File: src/rtl/node_arbiter.sv
// Round-robin arbiter that time-shares one neuron compute node among NREQ requesters:
// latches the winner's operands, waits NODE_LAT cycles, then returns the node result.
module node_arbiter #(
   parameter int NREQ     = 4,
   parameter int W        = 4,
   parameter int NODE_LAT = 2
) (
   input  logic              clk,
   input  logic              rst_n,
   input  logic [NREQ-1:0]   req,
   input  logic [NREQ*W-1:0] req_in1,
   input  logic [NREQ*W-1:0] req_in2,
   input  logic [NREQ*W-1:0] req_in3,
   input  logic [NREQ*W-1:0] req_in4,
   output logic [W-1:0]      node_in1,
   output logic [W-1:0]      node_in2,
   output logic [W-1:0]      node_in3,
   output logic [W-1:0]      node_in4,
   input  logic [W-1:0]      node_out,
   output logic [NREQ-1:0]   grant,
   output logic [NREQ-1:0]   resp_valid,
   output logic [W-1:0]      resp_out,
   output logic              proc,
   output logic              rdy
);

   localparam int PW = (NREQ > 1) ? $clog2(NREQ) : 1;
   localparam int CW = $clog2(NODE_LAT + 1);
   localparam logic [CW-1:0] CNT_INIT = CW'(NODE_LAT - 1);
   localparam logic [PW-1:0] PTR_LAST = PW'(NREQ - 1);

   typedef enum logic {IDLE, RUN} state_t;

   state_t          state_q, state_d;
   logic [PW-1:0]   ptr_q, ptr_d;
   logic [CW-1:0]   cnt_q, cnt_d;
   logic [NREQ-1:0] owner_q, owner_d;
   logic [W-1:0]    node_in1_d, node_in2_d, node_in3_d, node_in4_d;
   logic [W-1:0]    resp_out_d;
   logic [NREQ-1:0] grant_d, resp_valid_d;
   logic            proc_d, rdy_d;
   logic            found;
   logic [PW-1:0]   win_idx;
   logic [NREQ-1:0] win_onehot;

   // Requester index at a given distance from the pointer; NREQ need not be a power of 2.
   function automatic logic [PW-1:0] rr_index(input logic [PW-1:0] base, input int offset);
      int sum;
      sum = int'(base) + offset;
      if (sum >= NREQ) sum = sum - NREQ;
      return PW'(sum);
   endfunction

   always_comb begin
      found   = 1'b0;
      win_idx = '0;
      for (int k = 0; k < NREQ; k++) begin
         if (!found && req[rr_index(ptr_q, k)]) begin
            found   = 1'b1;
            win_idx = rr_index(ptr_q, k);
         end
      end
   end

   assign win_onehot = NREQ'(1) << win_idx;

   // Requests are only considered in IDLE; RUN just counts down the node latency.
   always_comb begin
      state_d      = state_q;
      ptr_d        = ptr_q;
      cnt_d        = cnt_q;
      owner_d      = owner_q;
      node_in1_d   = node_in1;
      node_in2_d   = node_in2;
      node_in3_d   = node_in3;
      node_in4_d   = node_in4;
      resp_out_d   = resp_out;
      grant_d      = '0;
      resp_valid_d = '0;
      case (state_q)
         IDLE: begin
            if (found) begin
               node_in1_d = req_in1[int'(win_idx)*W +: W];
               node_in2_d = req_in2[int'(win_idx)*W +: W];
               node_in3_d = req_in3[int'(win_idx)*W +: W];
               node_in4_d = req_in4[int'(win_idx)*W +: W];
               grant_d    = win_onehot;
               owner_d    = win_onehot;
               ptr_d      = (win_idx == PTR_LAST) ? '0 : win_idx + PW'(1);
               cnt_d      = CNT_INIT;
               state_d    = RUN;
            end
         end
         RUN: begin
            if (cnt_q != '0) begin
               cnt_d = cnt_q - CW'(1);
            end else begin
               resp_out_d   = node_out;
               resp_valid_d = owner_q;
               state_d      = IDLE;
            end
         end
         default: state_d = IDLE;
      endcase
      proc_d = (state_d == RUN);
      rdy_d  = (state_d == IDLE);
   end

   always_ff @(posedge clk) begin
      if (!rst_n) begin
         state_q    <= IDLE;
         ptr_q      <= '0;
         cnt_q      <= '0;
         owner_q    <= '0;
         node_in1   <= '0;
         node_in2   <= '0;
         node_in3   <= '0;
         node_in4   <= '0;
         resp_out   <= '0;
         grant      <= '0;
         resp_valid <= '0;
         proc       <= 1'b0;
         rdy        <= 1'b0;
      end else begin
         state_q    <= state_d;
         ptr_q      <= ptr_d;
         cnt_q      <= cnt_d;
         owner_q    <= owner_d;
         node_in1   <= node_in1_d;
         node_in2   <= node_in2_d;
         node_in3   <= node_in3_d;
         node_in4   <= node_in4_d;
         resp_out   <= resp_out_d;
         grant      <= grant_d;
         resp_valid <= resp_valid_d;
         proc       <= proc_d;
         rdy        <= rdy_d;
      end
   end

endmodule

File: config.mk
export PLATFORM = sky130hd
export DESIGN_NAME = node_arbiter
export DESIGN_NICKNAME = d
export VERILOG_FILES = /design/src/rtl/node_arbiter.sv
export SDC_FILE = /design/constraint.sdc
export NUM_CORES = 1
export LEC_CHECK = 0
export CAP_MARGIN = 5
export CORE_ASPECT_RATIO = 1.5
export CORE_UTILIZATION = 30
export DETAILED_ROUTE_END_ITERATION = 10
export HOLD_SLACK_MARGIN = 0.1
export PLACE_DENSITY = 0.63
export SLEW_MARGIN = 20
export SYNTH_ARGS = -nofsm -noshare
export SYNTH_HDL_FRONTEND = slang
export SYNTH_SLANG_ARGS = --single-unit
File: constraint.sdc
create_clock -name clk -period 4.5 [get_ports clk]
set_input_delay 0.9 -clock clk [delete_from_list [all_inputs] [get_ports clk]]
set_output_delay 0.9 -clock clk [all_outputs]
set_load 0.005 [all_outputs]
---- Word-level counts from Yosys, hierarchy flattened ----
Cells that the tools add are included.
W data, S select, Z words.
operators by class
  $lt $le $gt $ge ......................... 8
  shifts and indexed selects .............. 5
  muxes and demuxes ....................... 27
  bitwise gates (word level) .............. 5
  equal/unequal tests ..................... 3
  add/subtract/negate cells ............... 9
  reduce and logical (&&, ||, !) cells .... 12
operator list
  cell                   count
  $shiftx A16 B5 Y4      4
  $mux W2                11
  $lt A2 B3 Y1 const B   4
  $mux W1                10
  $sub A2 B1 Y2 const B  5
  $ge A3 B3 Y1 const B   3
  $bmux W1 S2            4
  $add A2 B2 Y3 const B  2
  $reduce_and A2 Y1      3
  $reduce_or A3 Y1       2
  $not A1 Y1             5
  $pmux W2 S2            1
  $shl A1 B2 Y4 const A  1
  $add A2 B1 Y3 const B  1
  $ge A2 B3 Y1 const B   1
  $logic_and A1 B1 Y1    3
  $logic_not A1 Y1       3
  $add A2 B1 Y2 const B  1
  $eq A2 B2 Y1 const B   1
  $ne A2 B1 Y1 const B   1
  $ne A2 B2 Y1 const B   1
  $pmux W1 S2            1
  $reduce_bool A2 Y1     1
word-level totals
  input bits .............................. 74
  logic and storage cells ................. 81
  output and inout bits ................... 30
  register bits ........................... 38

---- Longest topological paths before layout ----
  depth in word-level cells ............... 17
  gate-level depth with buffers ........... 8
  depth with buffers taken out ............ 7

---- Least setup slack after synthesis ----
Ideal clock, no wire load.
  path kind ............................... input port to flip-flop
  from .................................... input port req[2]
  to ...................................... register ptr_q[1]
  setup time .............................. 0.076 ns
  setup slack ............................. 2.226 ns
  required time ........................... 4.424 ns
  cell stages on the path ................. 8
  path buffers ............................ 1
  arrival time ............................ 2.199 ns
  cells stage by stage .................... nor2b_1 > a221o_1 > nand2_4 > buf_6 > inv_1 > ha_1 > nand2_1 > a21boi_0
on the way
  cells in the longest elaborated chain, start to end .. 14
  elaborated cells on any way between the ends .. 26
  classes of those cells .................. add/sub (1); eq/ne (1); mux (17); reduce/logical (7)
RTL lines
  item                                           RTL line  RTL
  start: declaration                             10        input logic [NREQ-1:0] req,
  $bmux W1 S2                                    58        if (!found && req[rr_index(ptr_q, k)]) begin
  $mux W1 (implied by the code)                  58
  $mux W1                                        58
  $logic_not A1 Y1                               58
  $logic_and A1 B1 Y1                            58
  $mux W1                                        58
  $logic_not A1 Y1                               58
  $logic_and A1 B1 Y1                            58
  $mux W1                                        58
  $logic_not A1 Y1                               58
  $logic_and A1 B1 Y1                            58
  $mux W2                                        58
  $add A2 B1 Y2 or $eq A2 B2 Y1 (tied branches)  89        ptr_d = (win_idx == PTR_LAST) ? '0 : win_idx + PW'(1);
  $mux W2                                        89
  end signal: assignment                         126       ptr_q <= ptr_d;
  end: declaration                               35        logic [PW-1:0] ptr_q, ptr_d;
Parallel ways exist; a longest one is shown, timed or not. The select of a mux whose other input is x is not followed.
A chain may end at the register's enable or synchronous reset.

---- Worst setup path after layout ----
Ends and elaborated chain as after synthesis.

==> metrics <==
status=finished, final reports clean; R2R setup slack=2.16 ns; share of layout cells above drive strength 1=7.862%; Setup Buffers After CTS=0; global-route wire length before repair=8583 um; critical path type=input pin to register; first-pass detailed-route iteration total=4; mux share of post-synthesis cell area=10.45%; Period minus WS final=3.238 ns; Worst Hold Class=register to register; setup tns final=0 ns; dpl cells=386; clock slew at reported path FFs=0.08 ns; Setup Viol. Count Final=0; drt first-iter violations=45; Worst-Margin Slew=0.9783 ns; XOR/XNOR Fraction of Synth Area=0.4356%; Worst Path Buf+Inv=2; final setup margin=1.262 ns; largest cells by area after synthesis=dfxtp_1, mux2i_1, and3_1, a21boi_0, nand2_1; Routed WL=5496 um; Leakage Power=1.341 nW; Reg power frac=37.3%; I/O pins=104; top cell type's share of synthesized area=37.83%; RSZ-0062 raised after global routing=no; register area share after synthesis=37.83%; post-synthesis compound-gate area fraction=22.96%; Port Buf Inserts=103; die span in y=102.3 um; Simple-Gate Fraction of Synth Area=20.41%; GP Congestion=0.7165; Internal=0.7794 mW; area of the multi-input gates=1154 um^2; largest area contributor in the netlist=dfxtp_1; chip width=68.85 um; CP delay by family, top=compound AO/OA/AOI/OAI gates; number of global-route vias before repair=1857; Syn Area/Cell=9.223 um^2; Layout Area Growth over Synthesis=59.93%; Synth Warn #=0; final slew viol count=0; row count=36; CTS Root Buffer Type=clkbuf_8; final-report hold violation count=0; vias=1912; CTS Sinks=38; WP data arrival=3.42 ns; worst path required time=4.68 ns; Non-Filler Instances=394; largest family of logic cells by synthesized area=compound AO/OA/AOI/OAI gates; Antenna Cells=0; Core Footprint=6486 um^2; Mapped Cells=218; combinational share of power=29.5%; largest net degree at the start of global routing=34; sw frac=26.76%; Final Cycle Share=71.96%; largest stage delay on the critical path=0.82 ns; clk buf depth=2; commonest non-fill, non-tap cells in the layout=clkdlybuf4s50_1, dfxtp_1, nand2_1; Sequential Area=760.7 um^2; remaining antenna violation count=0; Max-cap violations=0; commonest non-fill, non-tap cell in the layout=clkdlybuf4s50_1; total die area=7040 um^2; maximum vdd drop=123.8 uV; Post-route DRC=0; worst slack, placed=0.9837 ns; switching pwr=0.2848 mW; initial antenna violation count=0; pwr dens=330.9 nW/um^2; Total GRT Usage=16.40%; Layout Skew=0.007417 ns; critical path startpoint category=input pin; crit end category=register; post-CTS resize count=0; worst slew slack as a fraction of its limit=34.76%; Initial Util=31.00%; fmax=308.8 MHz; FF+latch count, synth=38; number of fill cells=651; worst path cell trace=clkdlybuf4s50_1, nor2b_1, a221o_1, nand2_4, inv_1, ha_1, nand2_1, a21boi_0; CTS buffer count=5; syn nets=297; Post-Syn Area=2011 um^2; Min Hold Slack=0.4698 ns; worst skew pair latency=0.29 ns; H-tree depth=2; post-DP HPWL=4110 um; clock power share=33.2%; WL/cell=13.95 um; crit path max fanout=33; drt via density=4.853; post-synthesis cell type count=33; grt total ovfl=0; Hold-fix buffers, CTS=0; CTS tree=done; Critical-path top delay cell=a221o_1; post-synthesis adder-cell area fraction=3.111%; Final #Nets=396
==> metrics by stage <==
step                util, %  power (mW)  cell area [um^2]
finish                49.58       1.064              3216
floorplan                 -      0.5664              2011
global route          49.58       1.124              3216
CTS                   49.58       1.078              3216
detailed placement    47.45      0.7225              3078
global placement      47.45      0.7169              3078
==> final timing paths <==
path                                   from     endpoint  depth (start not counted)
worst max-delay path                 req[2]     ptr_q[1]                          8
worst min-delay path            resp_out[0]  resp_out[0]                          2
worst max register to register     ptr_q[1]     ptr_q[1]                          7
worst min register to register  resp_out[0]  resp_out[0]                          2
==> area by class of cell <==
class	instances	area share, %
clock buffer	5	2.140
sequential	38	23.66
timing repair buffer	105	32.53
inverter	6	0.7004
tap	76	2.957
multi-input combinational	161	35.88
clock inverter	3	2.140
==> power groups by stage <==
stage	clock [mW]	sequential, mW	combinational (mW)
after floorplan	0	0.405	0.162
after global placement	0	0.404	0.312
after detailed placement	0	0.404	0.318
after CTS	0.361	0.397	0.319
after global routing	0.376	0.403	0.345
final	0.353	0.397	0.314
==> logic make-up after synthesis <==
logic type	after synthesis
and+or+nand+nor	72
AOI/OAI and AO/OA	62
DFF	38
muxes	21
buffers and inverters	19
adders and majority gates	5
xor gates and xnor gates	1
==> flip-flops by register name, indices dropped and copies added, names as in the netlist <==
name / cells
node_in1: 4
owner_q: 4
resp_out: 4
node_in4: 4
grant: 4
state_q: 1
resp_valid: 4
rdy: 1
cnt_q: 2
node_in2: 4
node_in3: 4
ptr_q: 2
==> worst register-to-register path: cells and delay by family (launching register included) <==
kind,cells,cell delay [ns]
AOI/OAI and AO/OA,2,0.86
adders and majority gates,1,0.28
buffers and inverters,1,0.12
DFF,1,0.41
and+or+nand+nor,3,0.60
==> cells in the mapped netlist <==
cell      count
buf_2         2
o21a_1        3
and3_1       20
o21bai_2      1
nor2_2        1
a221o_1       1
nand2_1      27
nand2_2       1
and2_1        4
nor2_1        2
inv_1         6
nor4b_4       1
o21ai_1      16
nand2_4       1
o21ai_0       2
nor2b_1       9
a21boi_0     16
a21oi_1       2
nor3b_2       1
mux2i_1      21
clkbuf_1      7
xnor2_1       1
a21boi_1      5
o211ai_1      8
and2_0        1
o211ai_2      8
nor3_1        2
or3_1         1
buf_6         2
dfxtp_1      38
ha_1          5
nor4_2        1
buf_4         2
==> layer usage <==
metal  vias up  wire [um]  part of all wire, %  GRT usage, %
met1       869       2097                   38         18.07
met5         -          0                    0             0
met2        60       2963                   54         28.75
li1        973          -                    -             -
met4         0        162                  2.9         7.535
met3        10        272                  4.9         3.795
Power figures use the tool's default switching activity.
